--- config.mk ---
export PLATFORM = sky130hd
export DESIGN_NAME = nclic_core_seq
export DESIGN_NICKNAME = d
export VERILOG_FILES = /design/src/rtl/nclic_core_seq.sv
export SDC_FILE = /design/constraint.sdc
export NUM_CORES = 1
export LEC_CHECK = 0
export BUFFER_PORTS_ARGS = -buffer_cell sky130_fd_sc_hd__buf_2
export CAP_MARGIN = 15
export CORE_ASPECT_RATIO = 0.7
export CORE_MARGIN = 4
export CORE_UTILIZATION = 56
export DETAILED_ROUTE_END_ITERATION = 12
export PLACE_DENSITY = 0.8
export SLEW_MARGIN = 20
export SYNTH_ARGS = -nofsm -noshare
export SYNTH_HDL_FRONTEND = slang
export SYNTH_SLANG_ARGS = --single-unit
--- constraint.sdc ---
create_clock -name clk -period 3.32 [get_ports clk]
set_clock_uncertainty 0.15 [all_clocks]
set_input_delay 0.332 -clock clk [delete_from_list [all_inputs] [get_ports clk]]
set_output_delay 0.332 -clock clk [all_outputs]
set_load 0.005 [all_outputs]
--- src/rtl/nclic_core_seq.sv ---
// Core-side interrupt sequencer for nclic: takes interrupts, keeps the nesting
// stack of return PC and running priority, and handles mret.
module nclic_core_seq #(
  parameter int IntAmount = 8,
  parameter int PrioWidth = 4,
  parameter int PcWidth = 32,
  parameter logic [PcWidth-1:0] VecBase = PcWidth'(32'h0000_0100),
  parameter int StackDepth = 4,
  localparam int IdxWidth = $clog2(IntAmount),
  localparam int DepthWidth = $clog2(StackDepth + 1),
  localparam int SpWidth = $clog2(StackDepth)
) (
  input  logic                  clk,
  input  logic                  reset,
  input  logic                  i_int,
  input  logic [IdxWidth-1:0]   i_idx,
  input  logic [PrioWidth-1:0]  i_prio,
  input  logic                  i_boundary,
  input  logic [PcWidth-1:0]    i_pc,
  input  logic                  i_mret_req,
  output logic                  o_take,
  output logic [PcWidth-1:0]    o_vector,
  output logic [IntAmount-1:0]  o_clr_pend,
  output logic                  o_ret_valid,
  output logic [PcWidth-1:0]    o_ret_pc,
  output logic                  o_mret,
  output logic [PrioWidth-1:0]  o_threshold,
  output logic [DepthWidth-1:0] o_depth,
  output logic                  o_err
);

  typedef enum logic [1:0] {READY, ENTER, LEAVE} state_t;

  state_t state;
  state_t state_next;
  logic accept_int;
  logic accept_mret;
  logic mret_err;
  logic [IdxWidth-1:0] idx;
  logic [PcWidth-1:0] pc_stack [StackDepth];
  logic [PrioWidth-1:0] prio_stack [StackDepth];
  logic [SpWidth-1:0] push_ptr;
  logic [SpWidth-1:0] top_ptr;

  assign push_ptr = SpWidth'(o_depth);
  assign top_ptr  = SpWidth'(o_depth - DepthWidth'(1));

  always_ff @(posedge clk) begin
    if (reset) state <= READY;
    else       state <= state_next;
  end

  // mret outranks an interrupt; ENTER and LEAVE ignore all requests.
  always_comb begin
    state_next  = state;
    accept_int  = 1'b0;
    accept_mret = 1'b0;
    mret_err    = 1'b0;
    case (state)
      READY: begin
        if (i_mret_req && (o_depth != DepthWidth'(0))) begin
          accept_mret = 1'b1;
          state_next  = LEAVE;
        end else if (i_mret_req) begin
          mret_err = 1'b1;
        end else if (i_int && i_boundary && (i_prio > o_threshold) &&
                     (o_depth < DepthWidth'(StackDepth))) begin
          accept_int = 1'b1;
          state_next = ENTER;
        end else begin
          state_next = READY;
        end
      end
      default: state_next = READY;
    endcase
  end

  always_ff @(posedge clk) begin
    if (accept_int) begin
      pc_stack[push_ptr]   <= i_pc;
      prio_stack[push_ptr] <= o_threshold;
    end
  end

  always_ff @(posedge clk) begin
    if (reset) begin
      o_threshold <= '0;
      o_depth     <= '0;
      o_err       <= 1'b0;
      o_vector    <= '0;
      o_ret_pc    <= '0;
      idx         <= '0;
    end else begin
      if (accept_int) begin
        o_threshold <= i_prio;
        o_depth     <= o_depth + DepthWidth'(1);
        idx         <= i_idx;
        o_vector    <= VecBase + PcWidth'({i_idx, 2'b00});
      end else if (accept_mret) begin
        o_threshold <= (o_depth == DepthWidth'(1)) ? '0 : prio_stack[top_ptr];
        o_depth     <= o_depth - DepthWidth'(1);
        o_ret_pc    <= pc_stack[top_ptr];
      end
      if (mret_err) o_err <= 1'b1;
    end
  end

  // Strobes are suppressed in the very cycle reset is asserted.
  assign o_take      = (state == ENTER) && !reset;
  assign o_clr_pend  = o_take ? (IntAmount'(1) << idx) : '0;
  assign o_ret_valid = (state == LEAVE) && !reset;
  assign o_mret      = o_ret_valid;

endmodule

==> summary.txt <==
Run status
  – Outcome: finished clean

Global route
  – Initial antenna violation count: 1
  – Vias in the first global route: 4266
  – GRT Resource Usage Total: 0.197
  – First-pass GRT wire length: 23000 um
  – Grt ovf: 0
  – Largest net degree at the start of global routing: 50

Drt
  – Vias per cell: 5.37
  – Starting DRT DRC Count: 292
  – Drc violations: 0
  – WL per Instance: 18.9 um
  – Top Layer Used: met4
  – Via Count: 4142
  – M1 WL: 6310 um
  – Final WL: 14600 um
  – Met3 WL: 771 um
  – Met2 WL: 7350 um
  – Drt pass-1 iters: 4
  – Post-route ant nets: 0

Critical path
  – Worst r2r path cells: 7
  – R2r setup slk: 0.77 ns
  – Critical Path Source Type: flop
  – Worst setup path category: flop to flop
  – Crit. End Element: flop
  – CP Data Required Time: 3.23 ns
  – Maximum net fanout on the critical path: 36
  – Reg-to-Reg End: pc_stack[1][1]
  – Worst r2r src: o_threshold[1]
  – Crit path DAT: 2.46 ns

STA
  – Crit path time final: 2.55 ns
  – Slew HR: 0.311
  – Worst-Margin Slew: 1.03 ns
  – F_max: 392 MHz
  – Period utilization: 0.768
  – Setup Viol. Count Final: 0
  – Fin. Hold Viols: 0
  – RSZ-0062 raised after global routing: false
  – Slew Limit Fails: 0
  – Sum Neg Setup Slack: 0 ns

Yosys
  – Synthesized flop and latch total: 190
  – Mux cell area share after synthesis: 0.116
  – Post-synth EDFFs: 144
  – Ys Warns: 0
  – Largest area contributor in the netlist: edfxtp_1
  – Seq/Total Area, Yosys: 0.712
  – Synthesized area per cell: 15.9 um2
  – Top-count cell post-synth: edfxtp_1
  – Share of synthesized registers carrying an async set or reset: 0
  – Largest family of logic cells by synthesized area: multiplexers
  – Post-Syn Instances: 462
  – Synth top area cells: edfxtp_1 (59%), dfxtp_1 (13%), mux4_2 (11%)
  – Xor-xnor portion of the synthesized cell area: 0
  – Synth Cell Area: 7370 um2
  – Synth Area in Adders: 0.0153
  – Post-synthesis compound-gate area fraction: 0.0414
  – Post-synth top flop: edfxtp_1
  – Synth top area share: 0.587
  – Synth cell types: 33
  – Simple-gate share of the synthesized area: 0.0656
  – Commonest cells in the netlist: edfxtp_1 (144), nand2_1 (71), dfxtp_1 (46), a21oi_1 (36), mux4_2 (36)

Floorplanning
  – Rows: 34
  – Chip Width: 145 um
  – Initial Utilization: 0.583
  – # IOs: 127
  – Core area: 12600 um2
  – Die ar.: 15100 um2
  – Die Y: 104 um

Layout
  – Post-Layout Cell Count: 772
  – Ratio of cells with drive above 1 in the final layout: 0.307
  – Nets@finish: 649
  – FILL cells: 825
  – Area occupied by multi-input gates: 1870 um2
  – FF/Latch Area: 5250 um2
  – Area Growth Syn to Fin: 19.7%

CTS
  – Post-CTS Setup Bufs: 0
  – Clock Latency Late Sink: 0.42 ns
  – Clock tree buffer depth: 2
  – CTS tree: done
  – CTS buffer count: 17
  – CTS sink count: 190
  – Max H-tree Level: 4
  – Clock-pin slew of the registers on the worst-case setup and hold paths: 0.07 ns
  – CTS root buffer: clkbuf_16

Placed design
  – Port Buf Inserts: 98
  – Gpl congestion: 0.729
  – Placed Cells: 707
  – Detail Placement HPWL: 8890 um

Hold path
  – Worst hold start: i_idx[0]
  – Class of the worst hold path: input port to flop
  – Hold path endpoint: idx[0]
  – Hold path cells: 3

Power
  – Total power: 6.35 mW
  – Pleak: 3.19 nW
  – PwrDens: 720 nW/um2
  – Peak supply drop: 0.475 mV

Run
  – Max-Cap Viols: 0
## worst max-delay path: stages, from the launching register on
cell	delay, ns
dfxtp_1	0.45
inv_1	0.07
ha_1	0.29
nor2b_1	0.13
o211ai_1	0.10
a211oi_2	0.32
and2_2	0.20
buf_4	0.45
## flip-flops by register name (all words and copies together), names as in the netlist
register and cells:
pc_stack 128, o_ret_pc 32, prio_stack 16, o_threshold 4
o_depth 3, idx 2, o_vector 2, state 2
o_err 1
## routing by layer
layer,GRT usage,vias to the layer above
li1,-,1938
met1,0.264,2080
met2,0.328,114
met3,0.0479,10
met4,0.0535,0
met5,0,-
## through the flow
step	hold WS [ns]	cell area, um2	util	setup WS [ns]
detailed placement	0.294	7940	0.628	0.817
floorplan	0.281	7470	-	0.457
CTS	0.00646	8810	0.698	0.775
finish	0.0167	8820	0.698	0.769
global route	0.0169	8820	0.698	0.622
global placement	0.290	7940	0.628	0.871
## worst max-delay path by stage
stage	start	cells after the start	slack (ns)	endpoint
2_1_floorplan	o_threshold[1]	7	0.46	pc_stack[0][0]
3_5_place_dp	o_threshold[1]	7	0.82	pc_stack[0][0]
3_3_place_gp	o_threshold[1]	7	0.87	pc_stack[0][0]
4_1_cts	o_threshold[1]	7	0.78	pc_stack[3][7]
6_report	o_threshold[1]	7	0.77	pc_stack[1][1]
5_1_grt	o_threshold[1]	7	0.62	pc_stack[3][25]
## layout by cell type, fill, tap and decap left out, types with 2 or more instances in the layout
master         Yosys  layout
buf_4             34       7
clkbuf_16          0      17
mux2i_1            3       3
inv_6              0       2
nand2b_1           4       4
inv_8              0       4
buf_12             0       2
edfxtp_1         144     144
buf_2              7      98
dlygate4sd3_1      0      32
inv_1             10      10
nand2_1           71      71
nor3_1             2       2
clkinvlp_4         0       3
or3_1              2       2
and2_2             0       5
dfxtp_1           46      45
nor2_1            17      17
clkinv_4           0       5
a31oi_1            5       5
o21ai_0            3       3
ha_1               9       8
mux4_2            36      36
a21oi_1           36      36
conb_1             1      28
a221oi_2           3       3
nor3b_1            2       2
## where the power goes
part	total (mW)	switching, mW	internal [mW]
Combinational	1.56	0.849	0.714
Clock	1.89	0.898	0.988
Sequential	2.90	0.116	2.79
## area by class of cell
class | instances | share of cell area
sequential | 190 | 0.595
multi-input combinational | 238 | 0.212
timing repair buffer | 139 | 0.102
clock buffer | 18 | 0.0487
tap | 162 | 0.0230
clock inverter | 14 | 0.0146
inverter | 10 | 0.00426
antenna | 1 | 0.000284
## cells by family after synthesis
group / Yosys count
AO/OA/AOI/OAI: 51
AND/OR/NAND/NOR: 110
adder cells (fa/ha/maj): 9
other: 1
buffers and inverters: 61
flip-flops: 190
multiplexers: 40
## what timing repair did
| item | in CTS | in global routing |
|---|---|---|
| hold buffers | 32 | 0 |
| endpoints found under the hold margin | 125 | 0 |
| gates resized for setup | 0 | 0 |
Power figures use the tool's default switching activity.
